[src/rtl/cnn_pkg.sv]
// Shared types and sizes for the binary CNN pipeline.
// Image geometry, frame type and a counter-width helper.
package cnn_pkg;

  localparam int IMG_W    = 28;
  localparam int IMG_H    = 28;
  localparam int IMG_BITS = IMG_W * IMG_H;

  typedef logic [IMG_BITS-1:0] image_t;

  // Counter width for n states, never below one bit.
  function automatic int cnt_bits(input int n);
    return (n > 1) ? $clog2(n) : 1;
  endfunction

endpackage

[src/rtl/image_bank.sv]
// One frame store: word-indexed write, full-width read.
// Ports: clk, rst_n, i_we, i_addr (word slot), i_data, o_image.
module image_bank #(
  parameter int WORD_W = 8,
  parameter int BEATS  = 98,
  parameter int AW     = 7
) (
  input  logic                    clk,
  input  logic                    rst_n,
  input  logic                    i_we,
  input  logic [AW-1:0]           i_addr,
  input  logic [WORD_W-1:0]       i_data,
  output logic [WORD_W*BEATS-1:0] o_image
);

  logic [WORD_W*BEATS-1:0] r_mem;

  always_ff @(posedge clk or negedge rst_n) begin
    if (!rst_n) begin
      r_mem <= '0;
    end else if (i_we) begin
      for (int k = 0; k < BEATS; k++) begin
        if (i_addr == AW'(k))
          r_mem[k*WORD_W +: WORD_W] <= i_data;
      end
    end
  end

  assign o_image = r_mem;

endmodule

[src/rtl/image_loader.sv]
// Input stage: assembles streamed beats into a frame bank and
// hands complete 784-bit images to the conv stage.
// Ports: clk, rst_n; in_valid/in_ready/in_data/in_last (beats);
// img_valid/img_ready/image (frame); frame_err, frame_cnt.
// IMG_LOADER_DOUBLE_BUF_EN defined: two ping-pong banks,
// otherwise a single bank (no load/consume overlap).
module image_loader
  import cnn_pkg::*;
#(
  parameter int IMG_W  = 28,
  parameter int IMG_H  = 28,
  parameter int WORD_W = 8
) (
  input  logic                   clk,
  input  logic                   rst_n,
  input  logic                   in_valid,
  output logic                   in_ready,
  input  logic [WORD_W-1:0]      in_data,
  input  logic                   in_last,
  output logic                   img_valid,
  input  logic                   img_ready,
  output logic [IMG_W*IMG_H-1:0] image,
  output logic                   frame_err,
  output logic [15:0]            frame_cnt
);

  localparam int BITS  = IMG_W * IMG_H;
  localparam int BEATS = BITS / WORD_W;
  localparam int AW    = cnt_bits(BEATS);

`ifdef IMG_LOADER_DOUBLE_BUF_EN
  localparam bit DBL = 1'b1;
`else
  localparam bit DBL = 1'b0;
`endif

  logic [1:0]    r_full;
  logic          r_wr;
  logic          r_rd;
  logic [AW-1:0] r_beat;
  logic          r_err;
  logic [15:0]   r_cnt;

  logic          w_acc;
  logic          w_end;
  logic          w_done;
  logic          w_bad;
  logic          w_rel;
  logic [BITS-1:0] w_img [2];

  assign w_acc  = in_valid && in_ready;
  assign w_end  = (r_beat == AW'(BEATS-1));
  assign w_done = w_acc && w_end && in_last;
  // Early last or missing last both discard the frame.
  assign w_bad  = w_acc && (w_end != in_last);
  assign w_rel  = img_valid && img_ready;

  image_bank #(
    .WORD_W (WORD_W),
    .BEATS  (BEATS),
    .AW     (AW)
  ) u_bank0 (
    .clk     (clk),
    .rst_n   (rst_n),
    .i_we    (w_acc && !r_wr),
    .i_addr  (r_beat),
    .i_data  (in_data),
    .o_image (w_img[0])
  );

`ifdef IMG_LOADER_DOUBLE_BUF_EN
  image_bank #(
    .WORD_W (WORD_W),
    .BEATS  (BEATS),
    .AW     (AW)
  ) u_bank1 (
    .clk     (clk),
    .rst_n   (rst_n),
    .i_we    (w_acc && r_wr),
    .i_addr  (r_beat),
    .i_data  (in_data),
    .o_image (w_img[1])
  );
`else
  assign w_img[1] = '0;
`endif

  assign in_ready  = !r_full[r_wr];
  assign img_valid = r_full[r_rd];
  assign image     = w_img[r_rd];
  assign frame_err = r_err;
  assign frame_cnt = r_cnt;

  // Completion and release always target different banks,
  // so both updates to r_full may land in one cycle.
  always_ff @(posedge clk or negedge rst_n) begin
    if (!rst_n) begin
      r_full <= '0;
      r_wr   <= 1'b0;
      r_rd   <= 1'b0;
      r_beat <= '0;
      r_err  <= 1'b0;
      r_cnt  <= '0;
    end else begin
      r_err <= w_bad;
      if (w_acc) begin
        if (w_end || in_last)
          r_beat <= '0;
        else
          r_beat <= r_beat + 1'b1;
      end
      if (w_done) begin
        r_full[r_wr] <= 1'b1;
        if (DBL)
          r_wr <= ~r_wr;
      end
      if (w_rel) begin
        r_full[r_rd] <= 1'b0;
        if (DBL)
          r_rd <= ~r_rd;
        r_cnt <= r_cnt + 16'd1;
      end
    end
  end

endmodule
[config.mk]
export PLATFORM = sky130hd
export DESIGN_NAME = image_loader
export DESIGN_NICKNAME = d
export VERILOG_FILES = /design/src/rtl/cnn_pkg.sv /design/src/rtl/image_bank.sv /design/src/rtl/image_loader.sv
export SDC_FILE = /design/constraint.sdc
export NUM_CORES = 1
export LEC_CHECK = 0
export BUFFER_PORTS_ARGS = -buffer_cell sky130_fd_sc_hd__buf_4
export CAP_MARGIN = 25
export CORE_AREA = 8 8 312 314
export DETAILED_ROUTE_END_ITERATION = 10
export DIE_AREA = 0 0 320 322
export GPL_TIMING_DRIVEN = 1
export PLACE_DENSITY = 0.34
export SKIP_CTS_REPAIR_TIMING = 1
export SYNTH_ARGS = -nofsm -noshare
export SYNTH_HDL_FRONTEND = slang
export SYNTH_SLANG_ARGS = --single-unit
[constraint.sdc]
create_clock -name clk -period 1.78 [get_ports clk]
set_input_delay 0.089 -clock clk [delete_from_list [all_inputs] [get_ports clk]]
set_output_delay 0.089 -clock clk [all_outputs]
set_load 0.05 [all_outputs]
==> flow_summary.yaml <==
run_status:
  status: "finished, final reports clean"
detailed_routing:
  dr.first_iter.drc_count: 21
  antenna_left: 0
  via_count: 2903
  drt-wirelength-per-cell_um: 6.109
  drtPass1Iterations: 4
  route.detailed.drc: 0
  vias_per_cell: 1.364
  wl_mm: 13.01
finish:
  layout-drive-gt1-share_pct: 4.828
  diodes: 0
  final_common_cell: "conb_1"
  syn_to_final_growth_pct: -15.36
  fin_nets: 951
  finalInstanceArea_um2: 5991
  final_cell_mix: "conb_1, buf_4, dfrtp_1"
  fin_util_pct: 6.477
die:
  boundaryPins: 816
  die_h_um: 322
  rows: 112
  die_area_um2: 103000
  die_w_um: 320
  core_um2: 92490
  start_util_pct: 7.653
synth:
  ys_seq_area_share_pct: 8.839
  synthMuxAreaShare_pct: 0.1591
  ys_warn_count: 2
  async_reset_ff_share_pct: 100.0
  syn_area_um2: 7078
  syn_area_per_cell_um2: 7.908
  synth-compound-area-share_pct: 1.078
  synth_fa_ha_area_share_pct: 0.8839
  synth-main-ff-cell: "dfrtp_1"
  synth_xor_area_share_pct: 1.856
  synthCells: 895
  synth_edf_count: 0
  synthSimpleGateAreaFrac_pct: 3.659
  synth_top_family_by_area: "buffers and inverters"
  synth_cell_types: 32
  ys_ff_latch: 25
timing:
  fmax_mhz: 593.5
  min_period_over_period_pct: 94.66
  fin_ws_ns: 0.09511
  min_period_ns: 1.685
  hold_viol: 0
  skew_ns: 0.007264
  slew_violations: 0
  setup_viol: 0
global_routing:
  globalRouteOverflowTotal: 0
  grt_pass1_vias: 3077
  grt_pass1_wl_mm: 15.82
  antenna_found_initial: 0
  grtUsageTotal_pct: 1.798
  grt_max_degree: 26
min_path:
  hold_path.class: "in2reg"
  whs_path_depth: 2
setup_path:
  end_kind: "flop"
  critPathSlowestCell: "dfrtp_1"
  reg2reg_depth: 8
  path_max_fanout: 8
  slowest_delay_ns: 0.37
  cpMostUsedCell: "o21ai_0"
  worstPathCellList: "inv_1 > ha_1 > nand4b_1 > or3_4 > ha_4 > nor2b_1 > o21ai_0 > o21ai_0"
  critPathArrivalTime_ns: 1.83
  startpoint_type: "flop"
  critPathKind: "reg2reg"
  cp_data_required_time_ns: 1.93
cts:
  clockBufferDepth: 2
  cts.clk_slew.worst_paths_ns: 0.07
  cts_root_buffer: "clkbuf_16"
  htree_levels: 1
  cts_buffers: 3
  clock-sinks: 25
  cts_tree: "done"
  clock_latency_ns: 0.27
run:
  drv_cap: 0
placement:
  place_area_um2: 5873
  port_buffers: 23
  gp_congestion: 0.6156
  dp_hpwl_mm: 12.38
  dp_worst_setup_slack_ns: -0.07512
power_and_ir_drop:
  leakagePower_uw: 0.003324
  ir_drop_v: 0.0003055
  p_per_area_nw_per_um2: 824.6
==> sequential cells by signal (all words and copies together), names as in the netlist <==
signal / count
r_full: 1
frame_err: 1
r_beat: 7
frame_cnt: 16
==> layer usage <==
layer / global-route usage [%] / part of all wire (%)
met5: 0 / 0
met4: 0.6013 / 1.0
met3: 0.6907 / 15
met2: 3.505 / 55
met1: 1.706 / 29
==> area by class of cell <==
cell class                 instances  area [um2]
clock buffer                       3       75.07
clock inverter                     1       7.507
tap                             1197        1498
sequential                        25       625.6
inverter                           5       18.77
timing repair buffer              35       265.3
multi-input combinational        863        3501
fill                           11030       86500
==> critical path: cells and delay by family (launching register included) <==
family	cells	cell delay, ns
compound gates	2	0.21
simple gates	3	0.58
fa+ha+maj	2	0.33
flops	1	0.37
buf+inv	1	0.07
==> cell usage after synthesis, types with 2 or more instances <==
cell | instances | share of area [%]
nand2b_1 | 2 | 0.18
dfrtp_1 | 25 | 8.8
nor3_1 | 2 | 0.14
nor2b_1 | 2 | 0.18
nand3_1 | 12 | 0.85
xor2_1 | 4 | 0.49
xnor2_1 | 11 | 1.4
buf_4 | 784 | 83
or3_1 | 2 | 0.18
nor2_1 | 3 | 0.16
o21ai_0 | 8 | 0.57
and3_1 | 3 | 0.27
ha_1 | 5 | 0.88
inv_1 | 5 | 0.27
nand2_1 | 10 | 0.53
==> per-stage QoR <==
stage | hold WS [ns] | cells | TNS (ns) | total power [uW]
2_1_floorplan | -0.2066 | 1678 | 0 | 5599
3_3_place_gp | 0.04099 | 2123 | -0.1414 | 4310
3_5_place_dp | 0.04087 | 2123 | -0.1355 | 4310
4_1_cts | -0.2604 | 2127 | -0.1079 | 4878
5_1_grt | 0.08846 | 2129 | -0.002110 | 5108
6_report | 0.08204 | 2129 | 0 | 4940
==> power breakdown <==
part	switching, uW	total, uW	internal, uW
registers	13.9	597	583
clock network	230	537	306
logic	3750	3810	54.3
total	4000	4940	944
==> path summary, 6_finish.rpt <==
path / start / end / slack, ns
min: img_ready / r_full[0] / 0.08
min in group asynchronous: rst_n / r_full[0] / 0.30
max reg2reg: r_beat[1] / r_beat[2] / 0.1
min reg2reg: frame_cnt[15] / frame_cnt[15] / 0.48
max: r_beat[1] / r_beat[2] / 0.1
max in group asynchronous: rst_n / frame_cnt[11] / 1.20
==> kinds of logic (layout without fill, tap and decap cells) <==
| group | Yosys count | after routing |
|---|---|---|
| buffers and inverters | 790 | 44 |
| AND/OR/NAND/NOR | 45 | 45 |
| flip-flops | 25 | 25 |
| XOR/XNOR | 15 | 15 |
| AO/OA/AOI/OAI | 13 | 13 |
| adder cells (fa/ha/maj) | 5 | 5 |
| other | 1 | 784 |
| multiplexers | 1 | 1 |
Note: power is estimated with default switching activity, not from simulation.
